<file path="src/rtl/dma_priority_arb.sv">
// NUM_CH-channel DMA arbiter: request sampling, HRQ/HLDA/service handshake, fixed or rotating priority.
// Optional starvation aging is compiled in with `define DMA_PRIO_AGE_EN.
module dma_priority_arb #(
    parameter int NUM_CH    = 4,
    parameter int CHW       = $clog2(NUM_CH),
    parameter int AGE_LIMIT = 7
) (
    input  logic              CLK,
    input  logic              RESET_N,
    input  logic [NUM_CH-1:0] DREQ,
    input  logic [NUM_CH-1:0] sw_req,
    input  logic [NUM_CH-1:0] mask,
    input  logic              dreq_active_low,
    input  logic              dack_active_low,
    input  logic              rotate_en,
    input  logic              ctrl_disable,
    input  logic              HLDA,
    input  logic              svc_done,
    output logic              HRQ,
    output logic [NUM_CH-1:0] DACK,
    output logic              grant_valid,
    output logic [CHW-1:0]    grant_ch
);

    localparam logic [1:0] S_IDLE    = 2'd0;
    localparam logic [1:0] S_REQ     = 2'd1;
    localparam logic [1:0] S_GRANT   = 2'd2;
    localparam logic [1:0] S_RELEASE = 2'd3;

    localparam logic [CHW:0]   NCH  = (CHW+1)'(NUM_CH);
    localparam logic [CHW-1:0] LAST = CHW'(NUM_CH - 1);

    logic [1:0]        r_state;
    logic [NUM_CH-1:0] r_req_q;
    logic [NUM_CH-1:0] r_grant_oh;
    logic [CHW-1:0]    r_grant_ch;
    logic [CHW-1:0]    r_rr_ptr;
    logic              r_hrq;
    logic              r_grant_valid;

    logic [CHW-1:0]    w_base;
    logic [CHW:0]      w_idx;
    logic [CHW-1:0]    w_win;
    logic              w_found;
    logic [NUM_CH-1:0] w_win_oh;
    logic [NUM_CH-1:0] w_aged;
    logic              w_svc_complete;

    assign w_svc_complete = (r_state == S_GRANT) && svc_done;

`ifdef DMA_PRIO_AGE_EN
    localparam int             AW      = $clog2(AGE_LIMIT + 1);
    localparam logic [AW-1:0]  AGE_MAX = AW'(AGE_LIMIT);

    logic [NUM_CH-1:0][AW-1:0] r_age;

    always_comb begin
        w_aged = '0;
        for (int i = 0; i < NUM_CH; i++)
            w_aged[i] = r_req_q[i] && (r_age[i] == AGE_MAX);
    end

    // Losers still requesting at service completion age; the winner starts over.
    always_ff @(posedge CLK or negedge RESET_N) begin
        if (!RESET_N) begin
            r_age <= '0;
        end else if (w_svc_complete) begin
            for (int i = 0; i < NUM_CH; i++) begin
                if (r_grant_oh[i])
                    r_age[i] <= '0;
                else if (r_req_q[i] && (r_age[i] != AGE_MAX))
                    r_age[i] <= r_age[i] + AW'(1);
            end
        end
    end
`else
    wire w_unused_age = |AGE_LIMIT;
    assign w_aged = '0;
`endif

    assign w_base = rotate_en ? r_rr_ptr : '0;

    // Search from w_base, wrapping by subtraction so no index >= NUM_CH is ever formed.
    always_comb begin
        w_win   = '0;
        w_found = 1'b0;
        w_idx   = '0;
        for (int i = 0; i < NUM_CH; i++) begin
            w_idx = {1'b0, w_base} + (CHW+1)'(i);
            if (w_idx >= NCH)
                w_idx = w_idx - NCH;
            if (!w_found && r_req_q[w_idx[CHW-1:0]]) begin
                w_found = 1'b1;
                w_win   = w_idx[CHW-1:0];
            end
        end
        for (int i = NUM_CH - 1; i >= 0; i--)
            if (w_aged[i])
                w_win = CHW'(i);
    end

    always_comb begin
        w_win_oh = '0;
        for (int i = 0; i < NUM_CH; i++)
            w_win_oh[i] = (w_win == CHW'(i));
    end

    always_ff @(posedge CLK or negedge RESET_N) begin
        if (!RESET_N) begin
            r_state       <= S_IDLE;
            r_req_q       <= '0;
            r_grant_oh    <= '0;
            r_grant_ch    <= '0;
            r_rr_ptr      <= '0;
            r_hrq         <= 1'b0;
            r_grant_valid <= 1'b0;
        end else begin
            r_req_q <= ((DREQ ^ {NUM_CH{dreq_active_low}}) | sw_req) & ~mask;
            case (r_state)
                S_IDLE: begin
                    if ((|r_req_q) && !ctrl_disable) begin
                        r_state <= S_REQ;
                        r_hrq   <= 1'b1;
                    end
                end
                S_REQ: begin
                    if (HLDA) begin
                        if (|r_req_q) begin
                            r_grant_ch    <= w_win;
                            r_grant_oh    <= w_win_oh;
                            r_grant_valid <= 1'b1;
                            r_state       <= S_GRANT;
                        end else begin
                            r_hrq   <= 1'b0;
                            r_state <= S_RELEASE;
                        end
                    end
                end
                S_GRANT: begin
                    // Completion wins over a simultaneous HLDA drop; only completion rotates.
                    if (svc_done || !HLDA) begin
                        r_grant_oh    <= '0;
                        r_grant_valid <= 1'b0;
                        r_hrq         <= 1'b0;
                        r_state       <= S_RELEASE;
                        if (svc_done)
                            r_rr_ptr <= (r_grant_ch == LAST) ? '0 : r_grant_ch + CHW'(1);
                    end
                end
                default: begin
                    r_hrq <= 1'b0;
                    if (!HLDA)
                        r_state <= S_IDLE;
                end
            endcase
        end
    end

    assign HRQ         = r_hrq;
    assign grant_valid = r_grant_valid;
    assign grant_ch    = r_grant_ch;
    assign DACK        = r_grant_oh ^ {NUM_CH{dack_active_low}};

endmodule

</file>
<file path="config.mk">
export PLATFORM = sky130hd
export DESIGN_NAME = dma_priority_arb
export DESIGN_NICKNAME = d
export VERILOG_FILES = /design/src/rtl/dma_priority_arb.sv
export SDC_FILE = /design/constraint.sdc
export NUM_CORES = 1
export LEC_CHECK = 0
export ABC_AREA = 1
export BUFFER_PORTS_ARGS = -buffer_cell sky130_fd_sc_hd__buf_4
export CORE_MARGIN = 2
export CORE_UTILIZATION = 55
export CTS_BUF_LIST = sky130_fd_sc_hd__clkbuf_2 sky130_fd_sc_hd__clkbuf_4 sky130_fd_sc_hd__clkbuf_8
export CTS_CLUSTER_DIAMETER = 150
export DETAILED_ROUTE_END_ITERATION = 12
export PLACE_DENSITY = 0.79
export SYNTH_ARGS = -nofsm -noshare
export SYNTH_HDL_FRONTEND = slang
export SYNTH_SLANG_ARGS = --single-unit
export TNS_END_PERCENT = 100
</file>
<file path="constraint.sdc">
create_clock -name CLK -period 1.9 [get_ports CLK]
set_input_delay 0.285 -clock CLK [delete_from_list [all_inputs] [get_ports CLK]]
set_output_delay 0.285 -clock CLK [all_outputs]
set_load 0.03 [all_outputs]
</file>
==> impl_metrics.tcl <==
set metrics [dict create \
    globalplace.congestion 0.836 \
    reg2regPathDepth 8 \
    fp.dieH_um 51.5 \
    drt_iter0_markers 17 \
    synth_area_leader_cell "dfrtp_1" \
    rsz0062_at_grt "false" \
    cts.sinks 16 \
    tns_ns 0 \
    cp-start-kind "register" \
    holdCritPathClass "primary input to register" \
    cts_max_path_buffers 2 \
    die_w_um 51.5 \
    port_buffers 27 \
    min_from "sw_req[0]" \
    rows 17 \
    worstMarginPinSlew_ns 0.441 \
    grt_overflow 0 \
    fin_skew_ns 0.00307 \
    slowest_delay_ns 0.41 \
    firstDrtPassIters 4 \
    clkTransAtPathRegs_ns 0.09 \
    grtUsageTotal_pct 25.0 \
    holdWs_ns 0.203 \
    drc 0 \
    seq_area_frac_synth_pct 32.3 \
    synth_top_area_share_pct 32.3 \
    hold_end "r_req_q[0]$_DFF_PN0_" \
    finalCriticalPeriod_ns 1.71 \
    syn_to_final_growth_pct 21.7 \
    finalCritPeriodShare_pct 89.8 \
    drive_gt1_share_pct 27.8 \
    relSlewSlack_pct 70.4 \
    ys_seq_elements 16 \
    syn_area_um2 1240 \
    finish.utilization_pct 69.6 \
    end_kind "register" \
    ios 28 \
    min_delay_path_depth 3 \
    setup_slack_ns 0.194 \
    required_ns 2.12 \
    ys_types 23 \
    cts_tree "yes" \
    wl_um 2830 \
    cts_setup_buffers 0 \
    hpwl_um 2340 \
    start_util_pct 57.2 \
    finalNetCount 231 \
    fin_cells 233 \
    status "finished clean" \
    root_buffer "clkbuf_4" \
    synth_fp_nets 199 \
    synthTopCellsByCount "54 x nand2_1, 23 x inv_1, 17 x nand3_1" \
    cts_buffers 3 \
    postRouteAntennaNets 0 \
    async_flop_share_pct 100 \
    critical_path.cell_chain "inv_1 -> ha_1 -> inv_1 -> nand2_1 -> nor3_1 -> nor3_1 -> o211ai_1 -> o21ai_0" \
    grt_pass1_wl_um 4940 \
    leakage_nw 0.859 \
    htreeDepth 1 \
    fmax_ghz 0.586 \
    post-place-ws_ns 0.280 \
    synth_edf_count 0 \
    diodes 0 \
    syn_inst 174 \
    irDropWorstVdd_v 0.00130 \
    slew_viol_final 0 \
    setup_viol 0 \
    r2r_end "r_state[0]$_DFFE_PN0P_" \
    synth_area_leaders "dfrtp_1 32%, nand2_1 16%, inv_1 7.0%, nand3_1 6.9%, nand2_2 6.1%" \
    crit_type "register to register" \
    wl_per_cell_um 12.1 \
    slowest_stage "dfrtp_1" \
    synth.most_common_cell "nand2_1" \
    num_vias 1188 \
    core_area_um2 2170 \
    cts_resized 0 \
    cap_viol_max_count 0 \
    yosysWarnings 0 \
    yosys_most_used_dff "dfrtp_1" \
    dp.cells 228 \
    via_per_inst 5.10 \
    grt_pass1_vias 1202 \
    dieArea_um2 2650 \
    p_per_area_nw_per_um2 1410 \
    syn_avg_cell_area_um2 7.13 \
    grt_max_degree 17 \
    cp_max_fo 4 \
    critPathArrivalTime_ns 1.92 \
    antenna_found_initial 0 \
    clk_latency_ns 0.29 \
    regToRegSetupSlack_ns 0.19 \
    finalHoldViolations 0 \
    r2r-start "r_state[0]$_DFFE_PN0P_" \
]
==> metrics by stage <==
step | area (um^2) | total power, mW
after floorplan | 1240 | 1.54
after global placement | 1460 | 1.83
after detailed placement | 1460 | 1.90
after CTS | 1510 | 2.13
after global routing | 1510 | 2.32
final | 1510 | 2.13
==> final cells by class <==
cell class / count / area (um^2)
Clock buffer: 4 / 36.3
Fill cell: 197 / 661
Inverter: 25 / 93.8
Multi-Input combinational cell: 131 / 723
Sequential cell: 16 / 400
Tap cell: 28 / 35.0
Timing Repair Buffer: 29 / 220
==> layout by cell type (no fill, tap or decap), types with 2 or more instances in the layout <==
cell type  Yosys  final
o21bai_1       4      4
nand2_2       12     12
dfrtp_1       16     16
a21oi_1        3      3
nand3_2        5      5
nor3_1         2      2
clkbuf_4       0      3
nor2_1         4      4
nand4_1        2      2
nand3_1       17     17
inv_1         23     23
xor2_1         8      8
buf_4          0     28
nor2_2         6      6
o21ai_1        2      2
o21ai_0        3      3
ha_1           5      5
nand2_1       54     54
==> cells by family after synthesis <==
kind of cell,count (synthesis),share of synthesized area [%]
and+or+nand+nor,103,40.3
buffers and inverters,27,9.38
DFF,16,32.3
AOI/OAI and AO/OA,15,7.37
xor gates and xnor gates,8,5.65
adders and majority gates,5,5.05
==> worst max path at each step <==
| stage | start | to | slack [ns] |
|---|---|---|---|
| 2_1_floorplan | r_state[0]$_DFFE_PN0P_ | r_state[0]$_DFFE_PN0P_ | 0.52 |
| 3_3_place_gp | rotate_en | r_grant_oh[2]$_DFFE_PN0P_ | 0.38 |
| 3_5_place_dp | r_state[0]$_DFFE_PN0P_ | r_state[0]$_DFFE_PN0P_ | 0.28 |
| 4_1_cts | r_state[0]$_DFFE_PN0P_ | r_state[0]$_DFFE_PN0P_ | 0.25 |
| 5_1_grt | r_state[0]$_DFFE_PN0P_ | r_state[0]$_DFFE_PN0P_ | 0.04 |
| 6_report | r_state[0]$_DFFE_PN0P_ | r_state[0]$_DFFE_PN0P_ | 0.19 |
==> worst max-delay path, delay by kind of cell, from the launching register on <==
kind                       cells  cell delay [ns]
DFF                            1             0.41
adders and majority gates      1             0.22
and+or+nand+nor                3             0.54
buffers and inverters          2             0.18
AOI/OAI and AO/OA              2             0.27
==> sequential cells by signal, indices dropped and copies added (netlist names) <==
register / count
HRQ: 1
grant_ch: 2
grant_valid: 1
r_grant_oh: 4
r_req_q: 4
r_rr_ptr: 2
r_state: 2
==> timing repair <==
action,4_1_cts,5_1_grt
endpoints found under the setup margin,0,0
endpoints found under the hold margin,16,0
hold buffers,1,0
==> where the power goes <==
| group | leakage (nW) | internal, mW | switching [mW] |
|---|---|---|---|
| clock network | 0.0210 | 0.117 | 0.109 |
| registers | 0.201 | 0.467 | 0.108 |
| logic | 0.638 | 0.459 | 0.869 |
==> per-layer routing <==
metal / wire (um) / track usage [%]
met1: 1200 / 28.3
met2: 1520 / 45.5
met3: 46 / 1.75
met4: 66 / 14.5
met5: 0 / 0
(Power assumes the default switching activity.)
